**src/rtl/pipe_pkg.sv**
```systemverilog
// pipe_pkg: shared NOP encoding and per-stage occupancy states for the elastic pipeline register.
package pipe_pkg;
  localparam logic [31:0] BUBBLE_NOP = 32'h0000_0000;
  typedef enum logic [1:0] {
    ST_EMPTY = 2'd0,
    ST_ONE   = 2'd1,
    ST_TWO   = 2'd2
  } stage_e;
endpackage

```
**src/rtl/pipe_skid_stage.sv**
```systemverilog
// pipe_skid_stage: one main+skid register stage with valid/ready handshake and synchronous flush.
module pipe_skid_stage
  import pipe_pkg::*;
#(
  parameter int               WIDTH  = 32,
  parameter logic [WIDTH-1:0] BUBBLE = WIDTH'(BUBBLE_NOP)
) (
  input  logic             clk_i,
  input  logic             rst_ni,
  input  logic             flush_i,
  input  logic             in_valid_i,
  output logic             in_ready_o,
  input  logic [WIDTH-1:0] in_data_i,
  output logic             out_valid_o,
  input  logic             out_ready_i,
  output logic [WIDTH-1:0] out_data_o,
  output logic [1:0]       count_o
);
  stage_e st_q, st_d;
  logic [WIDTH-1:0] main_q, main_d, skid_q, skid_d;
  logic acc;
  assign acc = in_valid_i & in_ready_o;
  always_ff @(posedge clk_i or negedge rst_ni) begin
    if (!rst_ni) begin
      st_q   <= ST_EMPTY;
      main_q <= BUBBLE;
      skid_q <= BUBBLE;
    end else begin
      st_q   <= st_d;
      main_q <= main_d;
      skid_q <= skid_d;
    end
  end
  // Empty slots always reload BUBBLE so out_data shows the NOP whenever out_valid is low.
  always_comb begin
    st_d   = st_q;
    main_d = main_q;
    skid_d = skid_q;
    if (flush_i) begin
      st_d   = ST_EMPTY;
      main_d = BUBBLE;
      skid_d = BUBBLE;
    end else begin
      case (st_q)
        ST_EMPTY: if (acc) begin
          st_d   = ST_ONE;
          main_d = in_data_i;
        end
        ST_ONE: if (acc && !out_ready_i) begin
          st_d   = ST_TWO;
          skid_d = in_data_i;
        end else if (acc) begin
          main_d = in_data_i;
        end else if (out_ready_i) begin
          st_d   = ST_EMPTY;
          main_d = BUBBLE;
        end
        ST_TWO: if (out_ready_i) begin
          st_d   = ST_ONE;
          main_d = skid_q;
          skid_d = BUBBLE;
        end
        default: begin
          st_d   = ST_EMPTY;
          main_d = BUBBLE;
          skid_d = BUBBLE;
        end
      endcase
    end
  end
  assign in_ready_o  = st_q != ST_TWO;
  assign out_valid_o = st_q != ST_EMPTY;
  assign out_data_o  = main_q;
  assign count_o     = st_q == ST_TWO ? 2'd2 : st_q == ST_ONE ? 2'd1 : 2'd0;
endmodule

```
**src/rtl/pipe_elastic_reg.sv**
```systemverilog
// pipe_elastic_reg: STAGES-deep elastic pipeline register between CPU stages.
// Ready is registered in every stage, so there is no combinational ready path end to end.
module pipe_elastic_reg
  import pipe_pkg::*;
#(
  parameter int               WIDTH  = 32,
  parameter int               STAGES = 1,
  parameter logic [WIDTH-1:0] BUBBLE = WIDTH'(BUBBLE_NOP)
) (
  input  logic                             clk_i,
  input  logic                             rst_ni,
  input  logic                             in_valid_i,
  output logic                             in_ready_o,
  input  logic [WIDTH-1:0]                 in_data_i,
  output logic                             out_valid_o,
  input  logic                             out_ready_i,
  output logic [WIDTH-1:0]                 out_data_o,
  input  logic                             flush_i,
  output logic [$clog2(2*STAGES+1)-1:0]    occupancy_o
);
  localparam int OW = $clog2(2*STAGES+1);
  logic [STAGES:0] vld, rdy;
  logic [WIDTH-1:0] dat [STAGES+1];
  logic [1:0] cnt [STAGES];
  assign vld[0]      = in_valid_i;
  assign dat[0]      = in_data_i;
  assign in_ready_o  = rdy[0];
  assign rdy[STAGES] = out_ready_i;
  assign out_valid_o = vld[STAGES];
  assign out_data_o  = dat[STAGES];
  for (genvar s = 0; s < STAGES; s++) begin : g_stage
    pipe_skid_stage #(.WIDTH(WIDTH), .BUBBLE(BUBBLE)) u_stage (
      .clk_i      (clk_i),
      .rst_ni     (rst_ni),
      .flush_i    (flush_i),
      .in_valid_i (vld[s]),
      .in_ready_o (rdy[s]),
      .in_data_i  (dat[s]),
      .out_valid_o(vld[s+1]),
      .out_ready_i(rdy[s+1]),
      .out_data_o (dat[s+1]),
      .count_o    (cnt[s])
    );
  end
  always_comb begin
    occupancy_o = '0;
    for (int k = 0; k < STAGES; k++) occupancy_o = occupancy_o + OW'(cnt[k]);
  end
endmodule

```
**config.mk**
```make
export PLATFORM = sky130hd
export DESIGN_NAME = pipe_elastic_reg
export DESIGN_NICKNAME = d
export VERILOG_FILES = /design/src/rtl/pipe_pkg.sv /design/src/rtl/pipe_skid_stage.sv /design/src/rtl/pipe_elastic_reg.sv
export SDC_FILE = /design/constraint.sdc
export NUM_CORES = 1
export LEC_CHECK = 0
export BUFFER_PORTS_ARGS = -buffer_cell sky130_fd_sc_hd__buf_2
export CELL_PAD_IN_SITES_DETAIL_PLACEMENT = 2
export CELL_PAD_IN_SITES_GLOBAL_PLACEMENT = 2
export CORE_AREA = 2 2 103 105
export DETAILED_ROUTE_END_ITERATION = 8
export DIE_AREA = 0 0 105 107
export HOLD_SLACK_MARGIN = 0.15
export PLACE_DENSITY = 0.77
export SLEW_MARGIN = 20
export SYNTH_ARGS = -nofsm -noshare
export SYNTH_HDL_FRONTEND = slang
export SYNTH_HIERARCHICAL = 1
export SYNTH_SLANG_ARGS = --single-unit
```
**constraint.sdc**
```tcl
create_clock -name clk_i -period 1.93 [get_ports clk_i]
set_input_delay 0.0965 -clock clk_i [delete_from_list [all_inputs] [get_ports clk_i]]
set_output_delay 0.0965 -clock clk_i [all_outputs]
set_load 0.05 [all_outputs]
```
# --- Word level (Yosys, flattened, before mapping) ---
# Cells that the tools add are included.
word_totals:
  reg_bits: 66
  in_bits: 37
  out_inout_bits: 36
  wordCells: 41
classes:
  eq_ne: 11
  n_mux: 19
  bitwise_logic: 1
  n_reduce_logical: 7
ops:
  columns: ["op", "count"]
  rows:
  - ["$mux 32", 8]
  - ["$pmux 32 s3", 2]
  - ["$mux 2", 7]
  - ["$ne 4x3->1 const B", 2]
  - ["$reduce_and 4->1", 2]
  - ["$ne 3x2->1 const B", 2]
  - ["$ne 3x3->1 const B", 2]
  - ["$pmux 2 s3", 1]
  - ["$ne 2x2->1 const B", 2]
  - ["$ne 4x4->1 const B", 1]
  - ["$reduce_and 3->1", 1]
  - ["$eq 2x1->1 const B", 1]
  - ["$eq 2x2->1 const B", 1]
  - ["$logic_not 2->1", 1]
  - ["$reduce_bool 2->1", 1]
  - ["$and 1x1->1", 1]
  - ["$logic_and 1x1->1", 1]
  - ["$logic_not 1->1", 1]
  - ["$mux 1", 1]

# --- Logic depth before layout (Yosys ltp) ---
# Gate-level depths: netlist of run 1.
depth:
  word_depth: 6
  depth_mapped: 7
  depth_no_buf: 4

# --- Least setup slack after synthesis of run 1 ---
# OpenSTA, ideal clock, no wires.
synth_path:
  path_kind: "flip-flop to output port"
  start: "register g_stage[0].u_stage.st_q[1]"
  end: "output in_ready_o"
  arrival_time_ns: 2.057
  setup_slack_ns: -0.223
  stages_incl_launch_ff: 5
  path_buffers: 2
  path_cell_list: "dfrtp_1 -> buf_2 -> buf_4 -> nor2b_1 -> inv_1"
synth_via:
  elab_chain_cells: 1
synth_rtl:
  columns: ["item", "line_no", "rtl"]
  rows:
  - ["from (decl)", "pipe_skid_stage.sv:19", "stage_e st_q, st_d;"]
  - ["from (signal assigned)", "pipe_skid_stage.sv:29", "st_q <= st_d;"]
  - ["$ne 2x2->1", "pipe_skid_stage.sv:71", "assign in_ready_o = st_q != ST_TWO;"]
  - ["to (decl)", "pipe_elastic_reg.sv:13", "output logic in_ready_o,"]
# Every way passes these cells.

# --- Final worst setup path of run 1 ---
layout_path:
  start: "register g_stage[0].u_stage.st_q[1]"
  end: "register g_stage[0].u_stage.st_q[1]"
layout_via:
  elab_chain_cells: 6
  elab_cells_between_ends: 14
  classes_between: "7 x eq/ne; 3 x mux; 1 x bitwise; 3 x reduce/logical"
layout_rtl:
  columns: ["item", "line_no", "rtl"]
  rows:
  - ["$ne 2x2->1", "pipe_skid_stage.sv:71", null]
  - ["$and 1x1->1", "pipe_skid_stage.sv:22", "assign acc = in_valid_i & in_ready_o;"]
  - ["$logic_and 1x1->1", "pipe_skid_stage.sv:49", "ST_ONE: if (acc && !out_ready_i) begin"]
  - ["$mux 2", "pipe_skid_stage.sv:49", null]
  - ["$pmux 2 s3", "pipe_skid_stage.sv:44", "case (st_q)"]
  - ["$mux 2", "pipe_skid_stage.sv:39", "if (flush_i) begin"]
# Several ways; a longest one is shown, not always the timed one.
# A chain may end at the register's enable or synchronous reset.

==> results.ini, run 1 <==
[drt]
drc = 0
wl_um = 11100
first_pass_iters = 4
vias = 2899
wl_per_cell_um = 19.0
ant_nets = 0
routed_via_density = 4.95
drt_iter0_markers = 76

[clock_tree]
cts_root_buf = clkbuf_8
cts_tree = built
clk_path_buf_depth = 2
clkSlewWorstSetupHoldPaths_ps = 80
cts_setup_buffers = 0
numClockSinks = 66
h-tree-depth = 3
cts_buffers = 9
insertion_delay_ps = 350

[worst_setup_path]
path_cells = buf_4 > nor2b_4 > buf_6 > a21oi_1 > nor3_1 > dlygate4sd3_1
crit_buf_inv = 3
worstPathRequired_ps = 2220
slowest_delay_ps = 580
r2r_cells = 6
crit_family = buffers and inverters
critPathArrivalTime_ps = 2170
cp_slowest_cell = dlygate4sd3_1
worstSetupStartpointType = flop
reg2reg_to = g_stage[0].u_stage/st_q[1]
criticalPathCategory = reg2reg
endpoint_kind = flop
cp_max_fo = 13
r2r_start = g_stage[0].u_stage/st_q[1]
rrSetupSlack_ps = 50

[timing]
slew_headroom_pct = 49.5
hold_viol_final = 0
setup_viol_count_final = 0
min_period_ps = 1880
finalMaxSlewViolations = 0
rsz0062_at_grt = true
max_freq_mhz = 532
finClkSkew_ps = 6.32
holdWs_ps = 302
tightest_slew_ps = 757
setup_ws_ps = 50.4
post-route-period-util_pct = 97.4

[synthesis]
synth_cell_type_count = 21
ys_warn_count = 6
syn_inst = 336
syn_nets = 373
synth_area_per_cell_um2 = 10.0
synth_area_mm2 = 0.00338
yosysSeqAreaShare_pct = 48.9
synth.ff_latch_count = 66
synth_edf_count = 0
synthFlopType = dfrtp_1
async_reset_ff_share_pct = 100

[cells_and_area]
postLayoutCellArea_mm2 = 0.00464
multi_input_area_mm2 = 0.00149
post-route-util_pct = 45.9
regArea_mm2 = 0.00165
area_delta_synth_final_pct = 37.4
final_cells = 586
fin_nets = 482
num-fill-cells = 1103
drive_gt1_share_pct = 24.9
antennaDiodeCount = 0

[place]
dp_slack_ps = 145
place_hpwl_um = 7080
place_area_mm2 = 0.00394
placed_cells = 533
io_buffer_count = 72
finalWeightedCongestion = 0.722

[outcome]
run_status = finished, final reports clean

[global_route]
gr-total-overflow = 0
grt_start_max_net_pins = 33
antenna_found_initial = 0
grt_pass1_wl_um = 17700
grt_pass1_vias = 3319
track_usage_pct = 20.7

[floorplan]
ios = 73
fp.coreArea_mm2 = 0.0101
start_util_pct = 33.4
design.die.area_mm2 = 0.0112
die_w_um = 105
die_h_um = 107
fp-row-count = 37

[power_and_ir_drop]
p_per_area_mw_per_mm2 = 929
power.leakage_nw = 2.19
ir_drop_mv = 0.358

[flow_run]
maxCapViolCount = 0

[min_path]
hold_path.class = in2reg
hold_depth = 4
min_from = in_valid_i
hold_end = g_stage[0].u_stage/st_q[0]

layout by cell type (no fill, tap or decap), types with 2 or more instances in the layout:
master         netlist  layout
buf_12               0       4
bufinv_16            0       6
clkbuf_8             0       9
o21ai_1              4       4
nor2b_4              0       2
o21ai_0             28      28
nor2_4               0       4
nand2_1             64      64
dfrtp_1             66      65
inv_1               35      35
o22a_1               2       2
a21oi_1              2       2
buf_4                6       9
a22o_1              32      32
buf_2                9      72
mux2i_1             65      65
dlygate4sd3_1        0      36
layout make-up:
| cell class | instances | area share, % |
|---|---|---|
| Sequential cell | 66 | 35.6 |
| Multi-Input combinational cell | 211 | 32.1 |
| Timing Repair Buffer | 122 | 19.0 |
| Clock inverter | 7 | 4.07 |
| Tap cell | 136 | 3.67 |
| Inverter | 35 | 2.83 |
| Clock buffer | 9 | 2.67 |
cells in the mapped netlist, types with 3 or more instances:
master	n	area, µm²
inv_1	35	131
nor2b_1	4	25.0
buf_2	9	45.0
dfrtp_1	66	1650
o21ai_1	4	20.0
nand2_1	64	240
clkbuf_1	6	22.5
a22o_1	32	280
buf_6	4	45.0
nor2_1	3	11.3
o21ai_0	28	140
mux2i_1	65	651
buf_4	6	45.0
power by group:
part           internal (mW)  switching, mW  leakage (nW)
Combinational          0.311          0.611          1.15
Sequential              1.48         0.0668         0.887
Clock                   1.25          0.579         0.154
Total                   3.05           1.26          2.19
worst max-delay path by stage:
| stage | slack, ps | endpoint | from | depth (start not counted) |
|---|---|---|---|---|
| 6_report | 50 | g_stage[0].u_stage/st_q[1] | g_stage[0].u_stage/st_q[1] | 6 |
| 5_1_grt | -20 | g_stage[0].u_stage/st_q[1] | g_stage[0].u_stage/st_q[1] | 6 |
| 4_1_cts | 70 | g_stage[0].u_stage/out_data_o[15] | g_stage[0].u_stage/st_q[0] | 4 |
| 3_5_place_dp | 140 | g_stage[0].u_stage/out_data_o[13] | g_stage[0].u_stage/st_q[0] | 4 |
| 3_3_place_gp | 260 | g_stage[0].u_stage/out_data_o[15] | g_stage[0].u_stage/st_q[1] | 4 |
| 2_1_floorplan | 140 | in_ready_o | g_stage[0].u_stage/st_q[1] | 4 |
layer usage:
layer / GRT usage, % / vias up / share of wire, %
li1: - / 1347 / -
met1: 24.6 / 1487 / 43
met2: 38.5 / 52 / 53
met3: 3.10 / 13 / 2.4
met4: 6.00 / 0 / 1.2
met5: 0 / - / 0
cells by family after synthesis:
| group | Yosys count | share of synthesized area, % |
|---|---|---|
| and+or+nand+nor | 76 | 9.12 |
| AOI/OAI and AO/OA | 69 | 14.1 |
| DFF | 66 | 48.9 |
| muxes | 65 | 19.3 |
| buffers and inverters | 60 | 8.56 |
registers in the layout, indices dropped and copies added, names as in the netlist:
| name | flops |
|---|---|
| g_stage.u_stage/st_q | 2 |
| g_stage.u_stage/out_data_o | 32 |
| g_stage.u_stage/skid_q | 32 |
repair_timing:
item	CTS	global route
gates resized for setup	0	3
hold buffers	36	0
hold endpoints to repair	85	0
setup endpoints to repair	0	4
worst min-delay path, cell delays in order:
cell and delay, ps:
buf_2 140, a21oi_1 100, o22a_1 200, nor2_1 80
through the flow:
step,TNS (ps),power [mW]
floorplan,0,2.13
global placement,0,2.39
detailed placement,0,2.43
CTS,0,4.34
global route,-79.8,4.48
finish,0,4.31
Note: power is estimated with default switching activity, not from simulation.
==> run 2: changes to the inputs <==
--- a/config.mk
+++ b/config.mk
@@ -8,13 +8,12 @@
 export BUFFER_PORTS_ARGS = -buffer_cell sky130_fd_sc_hd__buf_2
 export CELL_PAD_IN_SITES_DETAIL_PLACEMENT = 2
 export CELL_PAD_IN_SITES_GLOBAL_PLACEMENT = 2
-export CORE_AREA = 2 2 103 105
+export CORE_AREA = 2 2 104 106
 export DETAILED_ROUTE_END_ITERATION = 8
-export DIE_AREA = 0 0 105 107
+export DIE_AREA = 0 0 106 108
 export HOLD_SLACK_MARGIN = 0.15
-export PLACE_DENSITY = 0.77
+export PLACE_DENSITY = 0.76
 export SLEW_MARGIN = 20
 export SYNTH_ARGS = -nofsm -noshare
 export SYNTH_HDL_FRONTEND = slang
-export SYNTH_HIERARCHICAL = 1
 export SYNTH_SLANG_ARGS = --single-unit
==> run 2 against run 1 <==
Global-route usage decreased by 1.0 points. First-iteration DRC count increased by 38%. Wire length decreased by 5.7%. Design area decreased by 2.0%. Highest routed layer unchanged.
==> results.ini, run 2 <==
[outcome]
run_status = finished, final reports clean

[clock_tree]
cts_root_buf = clkbuf_8
clk_path_buf_depth = 2  ; unchanged
insertion_delay_ps = 370  ; +20 ps
clkSlewWorstSetupHoldPaths_ps = 80  ; about the same
h-tree-depth = 3  ; unchanged
cts_buffers = 9  ; unchanged
cts_tree = built
numClockSinks = 66  ; unchanged

[drt]
ant_nets = 0  ; unchanged
drt_iter0_markers = 105  ; +38%
wl_per_cell_um = 17.9  ; -5.7%
vias = 2900  ; +0.034%
drc = 0  ; unchanged
wl_um = 10500  ; -5.7%
routed-wl-met2_um = 5200  ; -12%
routed_via_density = 4.95  ; about the same
wl_met3_um = 327  ; +23%
m1WireLength_um = 4850  ; +0.73%
first_pass_iters = 4  ; unchanged
routed.top_layer = met4

[cells_and_area]
final_common_cell = buf_2
post-route-util_pct = 44.4  ; -1.5 points
antennaDiodeCount = 0  ; unchanged
postLayoutCellArea_mm2 = 0.00454  ; -2.0%
final_cells = 586  ; unchanged
fin_nets = 482  ; unchanged
area_delta_synth_final_pct = 32.3
final_cell_mix = buf_2 (71), dfrtp_1 (65), nand2_1 (63), mux2i_1 (63), dlygate4sd3_1 (36)
num-fill-cells = 1080  ; -2.1%
drive_gt1_share_pct = 24.2  ; -0.67 points

[power_and_ir_drop]
p_per_area_mw_per_mm2 = 815  ; -12%
power.leakage_nw = 2.15  ; -1.9%
ir_drop_mv = 0.312  ; -13%
power_mw = 3.71  ; -14%

[global_route]
track_usage_pct = 19.6  ; -1.0 points
grt_start_max_net_pins = 41  ; +24%
antenna_found_initial = 0  ; unchanged
grt_pass1_vias = 3342  ; +0.69%
grt_pass1_wl_um = 17400  ; -1.7%
gr-total-overflow = 0  ; unchanged

[synthesis]
ys_warn_count = 0  ; -6
synth_cell_type_count = 25  ; +19%
synth_area_per_cell_um2 = 10.2  ; +1.5%
yosysTopAreaCellShare_pct = 48.1  ; -0.86 points
synthTopCellsByCount = dfrtp_1 (66), mux2i_1 (63), nand2_1 (63)
synth.ff_latch_count = 66  ; unchanged
yosysSeqAreaShare_pct = 48.1  ; -0.86 points
synth_most_common_cell = dfrtp_1
synth_area_mm2 = 0.00344  ; +1.8%
synth_edf_count = 0  ; unchanged
syn_nets = 374  ; +0.27%
syn_inst = 337  ; +0.30%
synth_area_leader_cell = dfrtp_1
synthFlopType = dfrtp_1
async_reset_ff_share_pct = 100  ; unchanged
synth_area_leaders = dfrtp_1 (48%), mux2i_1 (18%), a22o_1 (8.2%)

[timing]
tns_ps = 0  ; unchanged
finalMaxSlewViolations = 0  ; unchanged
tightest_slew_ps = 391  ; -366 ps
setup_ws_ps = 71.3  ; +20.9 ps
holdWs_ps = 207  ; -95.7 ps
setup_viol_count_final = 0  ; unchanged
finClkSkew_ps = 19.5  ; +13.2 ps
hold_viol_final = 0  ; unchanged
post-route-period-util_pct = 96.3  ; -1.1 points
slew_headroom_pct = 73.9  ; +24 points
min_period_ps = 1860  ; -20.9 ps
max_freq_mhz = 538  ; +1.1%

[worst_setup_path]
endpoint_kind = flop
reg2reg_to = g_stage[0].u_stage.st_q[1]
worstPathRequired_ps = 2220  ; about the same
critPathArrivalTime_ps = 2150  ; -20 ps
r2r_cells = 6  ; unchanged
rrSetupSlack_ps = 70  ; +20 ps
cp_max_fo = 12  ; -1
worstSetupStartpointType = flop
criticalPathCategory = reg2reg
r2r_start = g_stage[0].u_stage.st_q[1]

[floorplan]
start_util_pct = 33.6  ; +0.13 points
fp-row-count = 37  ; unchanged
ios = 73  ; unchanged
die_h_um = 108  ; +0.93%
fp.coreArea_mm2 = 0.0102  ; +1.4%
die_w_um = 106  ; +0.95%
design.die.area_mm2 = 0.0114  ; +1.9%

[place]
place_hpwl_um = 6570  ; -7.2%
placed_cells = 531  ; -0.38%
dp_slack_ps = 30.4  ; -114 ps
place_area_mm2 = 0.00392  ; -0.60%
io_buffer_count = 72  ; unchanged
finalWeightedCongestion = 0.736  ; +1.9%

[min_path]
hold_path.class = in2async

[flow_run]
maxCapViolCount = 0  ; unchanged

==> run 2: cell types whose count changed after synthesis, moves of 2 or more <==
| cell | delta |
|---|---|
| nor2b_1 | -2 |
| mux2i_1 | -2 |
| nand3b_1 | +2 |
| and2b_1 | +2 |
| buf_6 | +5 |
| buf_4 | -3 |
| clkbuf_1 | +2 |
| o21ai_0 | +4 |
| buf_2 | -4 |
| o21ai_1 | -4 |
==> run 2: layer usage <==
layer | vias up | GRT usage, %
li1 | 1350 | -
met1 | 1486 | 24.8
met2 | 55 | 34.6
met3 | 9 | 4.64
met4 | 0 | 3.67
met5 | - | 0
==> run 2: worst max path at each step <==
| stage | start | end | slack (ps) |
|---|---|---|---|
| finish | g_stage[0].u_stage.st_q[1] | g_stage[0].u_stage.st_q[1] | 70 |
| floorplan | g_stage[0].u_stage.st_q[0] | g_stage[0].u_stage.out_data_o[30] | 70 |
| detailed placement | g_stage[0].u_stage.st_q[1] | g_stage[0].u_stage.out_data_o[13] | 30 |
| CTS | g_stage[0].u_stage.st_q[1] | g_stage[0].u_stage.out_data_o[2] | 30 |
| global placement | g_stage[0].u_stage.st_q[1] | g_stage[0].u_stage.out_data_o[4] | 130 |
| global route | g_stage[0].u_stage.st_q[1] | g_stage[0].u_stage.st_q[1] | -10 |
==> run 2: kinds of logic (layout without fill, tap and decap cells) <==
group	Yosys count	after routing	synth area share, %
simple gates	78	78	9.61
compound gates	70	70	14.8
xor+xnor	1	1	0.255
buf+inv	59	172	8.92
flops	66	66	48.1
mux	63	63	18.4
==> run 2: area by class of cell <==
cell class | count | area, µm² | share of cell area (%)
sequential | 66 | 1650 | 36.4
multi-input combinational | 212 | 1490 | 32.7
timing repair buffer | 122 | 907 | 20.0
tap | 136 | 170 | 3.74
inverter | 34 | 128 | 2.81
clock buffer | 9 | 124 | 2.73
clock inverter | 7 | 75.1 | 1.65
==> run 2: critical path: stages, from the launching register on <==
cell	delay, ps
dfrtp_2	420
buf_4	200
nand2b_2	240
inv_1	150
a21oi_1	100
nor3_1	120
dlygate4sd3_1	570
==> run 2: timing repair <==
| action | CTS | global route |
|---|---|---|
| endpoints found under the setup margin | 1 | 16 |
| hold buffers | 36 | 0 |
| endpoints found under the hold margin | 129 | 0 |
| pin swaps | 0 | 1 |
| gates resized for setup | 1 | 1 |
| buffers inserted | 0 | 3 |
==> run 2: power by group <==
part           switching (mW)  internal [mW]  total, mW
sequential             0.0652           1.48       1.55
combinational           0.595          0.321      0.915
clock                   0.633          0.609       1.24
total                    1.29           2.41       3.71
==> run 3: changes to the inputs <==
--- a/config.mk
+++ b/config.mk
@@ -12,8 +12,8 @@
 export DETAILED_ROUTE_END_ITERATION = 8
 export DIE_AREA = 0 0 106 108
 export HOLD_SLACK_MARGIN = 0.15
+export MAX_ROUTING_LAYER = met4
 export PLACE_DENSITY = 0.76
-export SLEW_MARGIN = 20
 export SYNTH_ARGS = -nofsm -noshare
 export SYNTH_HDL_FRONTEND = slang
 export SYNTH_SLANG_ARGS = --single-unit
==> run 3 against run 2 <==
Wire length about the same. Design area unchanged. Sequential share of layout area unchanged. Core utilization unchanged. Worst setup slack about the same. Register-to-register slack about the same. Critical path depth unchanged. Clock power about the same. Global-route usage up 0.54 points. Worst hold slack better by 1.2 ps. Final cell count unchanged. First-iteration DRC count unchanged. Highest routed layer unchanged.
==> results.ini, run 3 (synthesis gave the netlist of run 2 again) <==
[outcome]
run_status = finished, final reports clean

[drt]
routed_via_density = 4.98  ; +0.55%
wl_per_cell_um = 17.9  ; about the same
first_pass_iters = 4  ; unchanged
drc = 0  ; unchanged
vias = 2916  ; +0.55%
wl_um = 10500  ; about the same
drt_iter0_markers = 105  ; unchanged
ant_nets = 0  ; unchanged

[global_route]
grt_start_max_net_pins = 41  ; unchanged
grt_pass1_wl_um = 17400  ; about the same
track_usage_pct = 20.2  ; +0.54 points
antenna_found_initial = 0  ; unchanged
gr-total-overflow = 0  ; unchanged
grt_pass1_vias = 3345  ; +0.090%

[clock_tree]
numClockSinks = 66  ; unchanged
cts_root_buf = clkbuf_8
h-tree-depth = 3  ; unchanged
cts_buffers = 9  ; unchanged
clk_path_buf_depth = 2  ; unchanged
insertion_delay_ps = 360  ; about the same
cts_tree = built
clkSlewWorstSetupHoldPaths_ps = 80  ; about the same

[worst_setup_path]
critPathArrivalTime_ps = 2150  ; about the same
path_cells = buf_4 > nand2b_2 > inv_1 > a21oi_1 > nor3_1 > dlygate4sd3_1
r2r_start = g_stage[0].u_stage.st_q[1]
worstSetupStartpointType = flop
endpoint_kind = flop
crit_start = g_stage[0].u_stage.st_q[1]
cp_max_fo = 12  ; unchanged
worstPathRequired_ps = 2220  ; about the same
slowest_delay_ps = 570  ; about the same
criticalPathCategory = reg2reg
cp_slowest_cell = dlygate4sd3_1
crit_family = buffers and inverters
crit_buf_inv = 3  ; unchanged

[flow_run]
maxCapViolCount = 0  ; unchanged

[timing]
max_freq_mhz = 538  ; about the same
finalMaxSlewViolations = 0  ; unchanged
setup_viol_count_final = 0  ; unchanged
finClkSkew_ps = 15.8  ; -3.65 ps
min_period_ps = 1860  ; +0.0884 ps
setup_ws_ps = 71.2  ; -0.0884 ps
slew_headroom_pct = 73.7  ; -0.17 points
tns_ps = 0  ; unchanged
post-route-period-util_pct = 96.3  ; about the same
hold_viol_final = 0  ; unchanged
tightest_slew_ps = 394  ; +2.59 ps

[cells_and_area]
final_cells = 586  ; unchanged
postLayoutCellArea_mm2 = 0.00454  ; unchanged
antennaDiodeCount = 0  ; unchanged
final_cell_mix = buf_2 (71), dfrtp_1 (65), nand2_1 (63), mux2i_1 (63), dlygate4sd3_1 (36)
num-fill-cells = 1080  ; unchanged
final_common_cell = buf_2
fin_nets = 482  ; unchanged
drive_gt1_share_pct = 24.2  ; unchanged
area_delta_synth_final_pct = 32.3  ; unchanged

[floorplan]
fp-row-count = 37  ; unchanged
start_util_pct = 33.6  ; unchanged
die_h_um = 108  ; unchanged
die_w_um = 106  ; unchanged
fp.coreArea_mm2 = 0.0102  ; unchanged
design.die.area_mm2 = 0.0114  ; unchanged
ios = 73  ; unchanged

[power_and_ir_drop]
power.leakage_nw = 2.15  ; unchanged
p_per_area_mw_per_mm2 = 814  ; -0.13%
power_mw = 3.70  ; -0.13%
internal_power_mw = 2.41  ; about the same
power_frac_seq_pct = 41.8  ; about the same
p_sw_share_pct = 34.8  ; -0.083 points
ir_drop_mv = 0.311  ; about the same
p_clk_share_pct = 33.4  ; about the same
p_sw_mw = 1.29  ; -0.37%
pwr-share-comb_pct = 24.8  ; about the same

[place]
dp_slack_ps = 30.4  ; unchanged
io_buffer_count = 72  ; unchanged
finalWeightedCongestion = 0.746  ; +1.2%
place_hpwl_um = 6570  ; unchanged
placed_cells = 531  ; unchanged
place_area_mm2 = 0.00392  ; unchanged

[min_path]
hold_path.class = in2async

run 3: path summary, 6_finish.rpt:
path                       slack [ps]                                 to  depth (start not counted)
setup / recovery                   70         g_stage[0].u_stage.st_q[1]                          6
hold / removal                    210       g_stage[0].u_stage.skid_q[1]                          2
setup reg to reg                   70         g_stage[0].u_stage.st_q[1]                          6
hold reg to reg                   510   g_stage[0].u_stage.out_data_o[5]                          1
max in group asynchronous        1160  g_stage[0].u_stage.out_data_o[14]                          3
min in group clk_i                210         g_stage[0].u_stage.st_q[0]                          4
run 3: cell type report:
type / count / area (µm²) / area share [%]
clock buffer: 9 / 124 / 2.73
clock inverter: 7 / 75.1 / 1.65
inverter: 34 / 128 / 2.81
multi-input combinational: 212 / 1490 / 32.7
sequential: 66 / 1650 / 36.4
tap: 136 / 170 / 3.74
timing repair buffer: 122 / 907 / 20.0
run 3: worst register-to-register path: cells and delay by family, from the launching register on:
kind | cells | cell delay [ps]
buffers and inverters | 3 | 920
flip-flops | 1 | 420
AND/OR/NAND/NOR | 2 | 360
AO/OA/AOI/OAI | 1 | 100
run 3: what timing repair did:
action                                 4_1_cts  5_1_grt
setup buffers                                0        3
setup endpoints to repair                    1       16
gates resized for setup                      1        1
endpoints found under the hold margin      129        0
pin swaps                                    0        1
hold buffers                                36        0
run 3: per-layer routing:
layer  wire [µm]  vias up  track usage [%]
met4         106        0             4.51
met5           0        -                -
met1        4900     1500             25.0
met2        5210       55             34.6
met3         278        9             3.62
li1            -     1352                -
run 3: power by group through the flow:
stage	sequential [mW]	clock [mW]	combinational [mW]
finish	1.55	1.24	0.916
global route	1.56	1.34	0.988
CTS	1.55	1.27	0.902
detailed placement	1.57	0	0.844
global placement	1.57	0	0.813
floorplan	1.79	0	0.351
run 3: stage by stage:
| step | hold slack [ps] | util, % |
|---|---|---|
| global placement | 54.2 | 38.3 |
| finish | 208 | 44.4 |
| global route | 231 | 44.4 |
| CTS | 183 | 43.8 |
| floorplan | -199 | - |
| detailed placement | 54.2 | 38.3 |
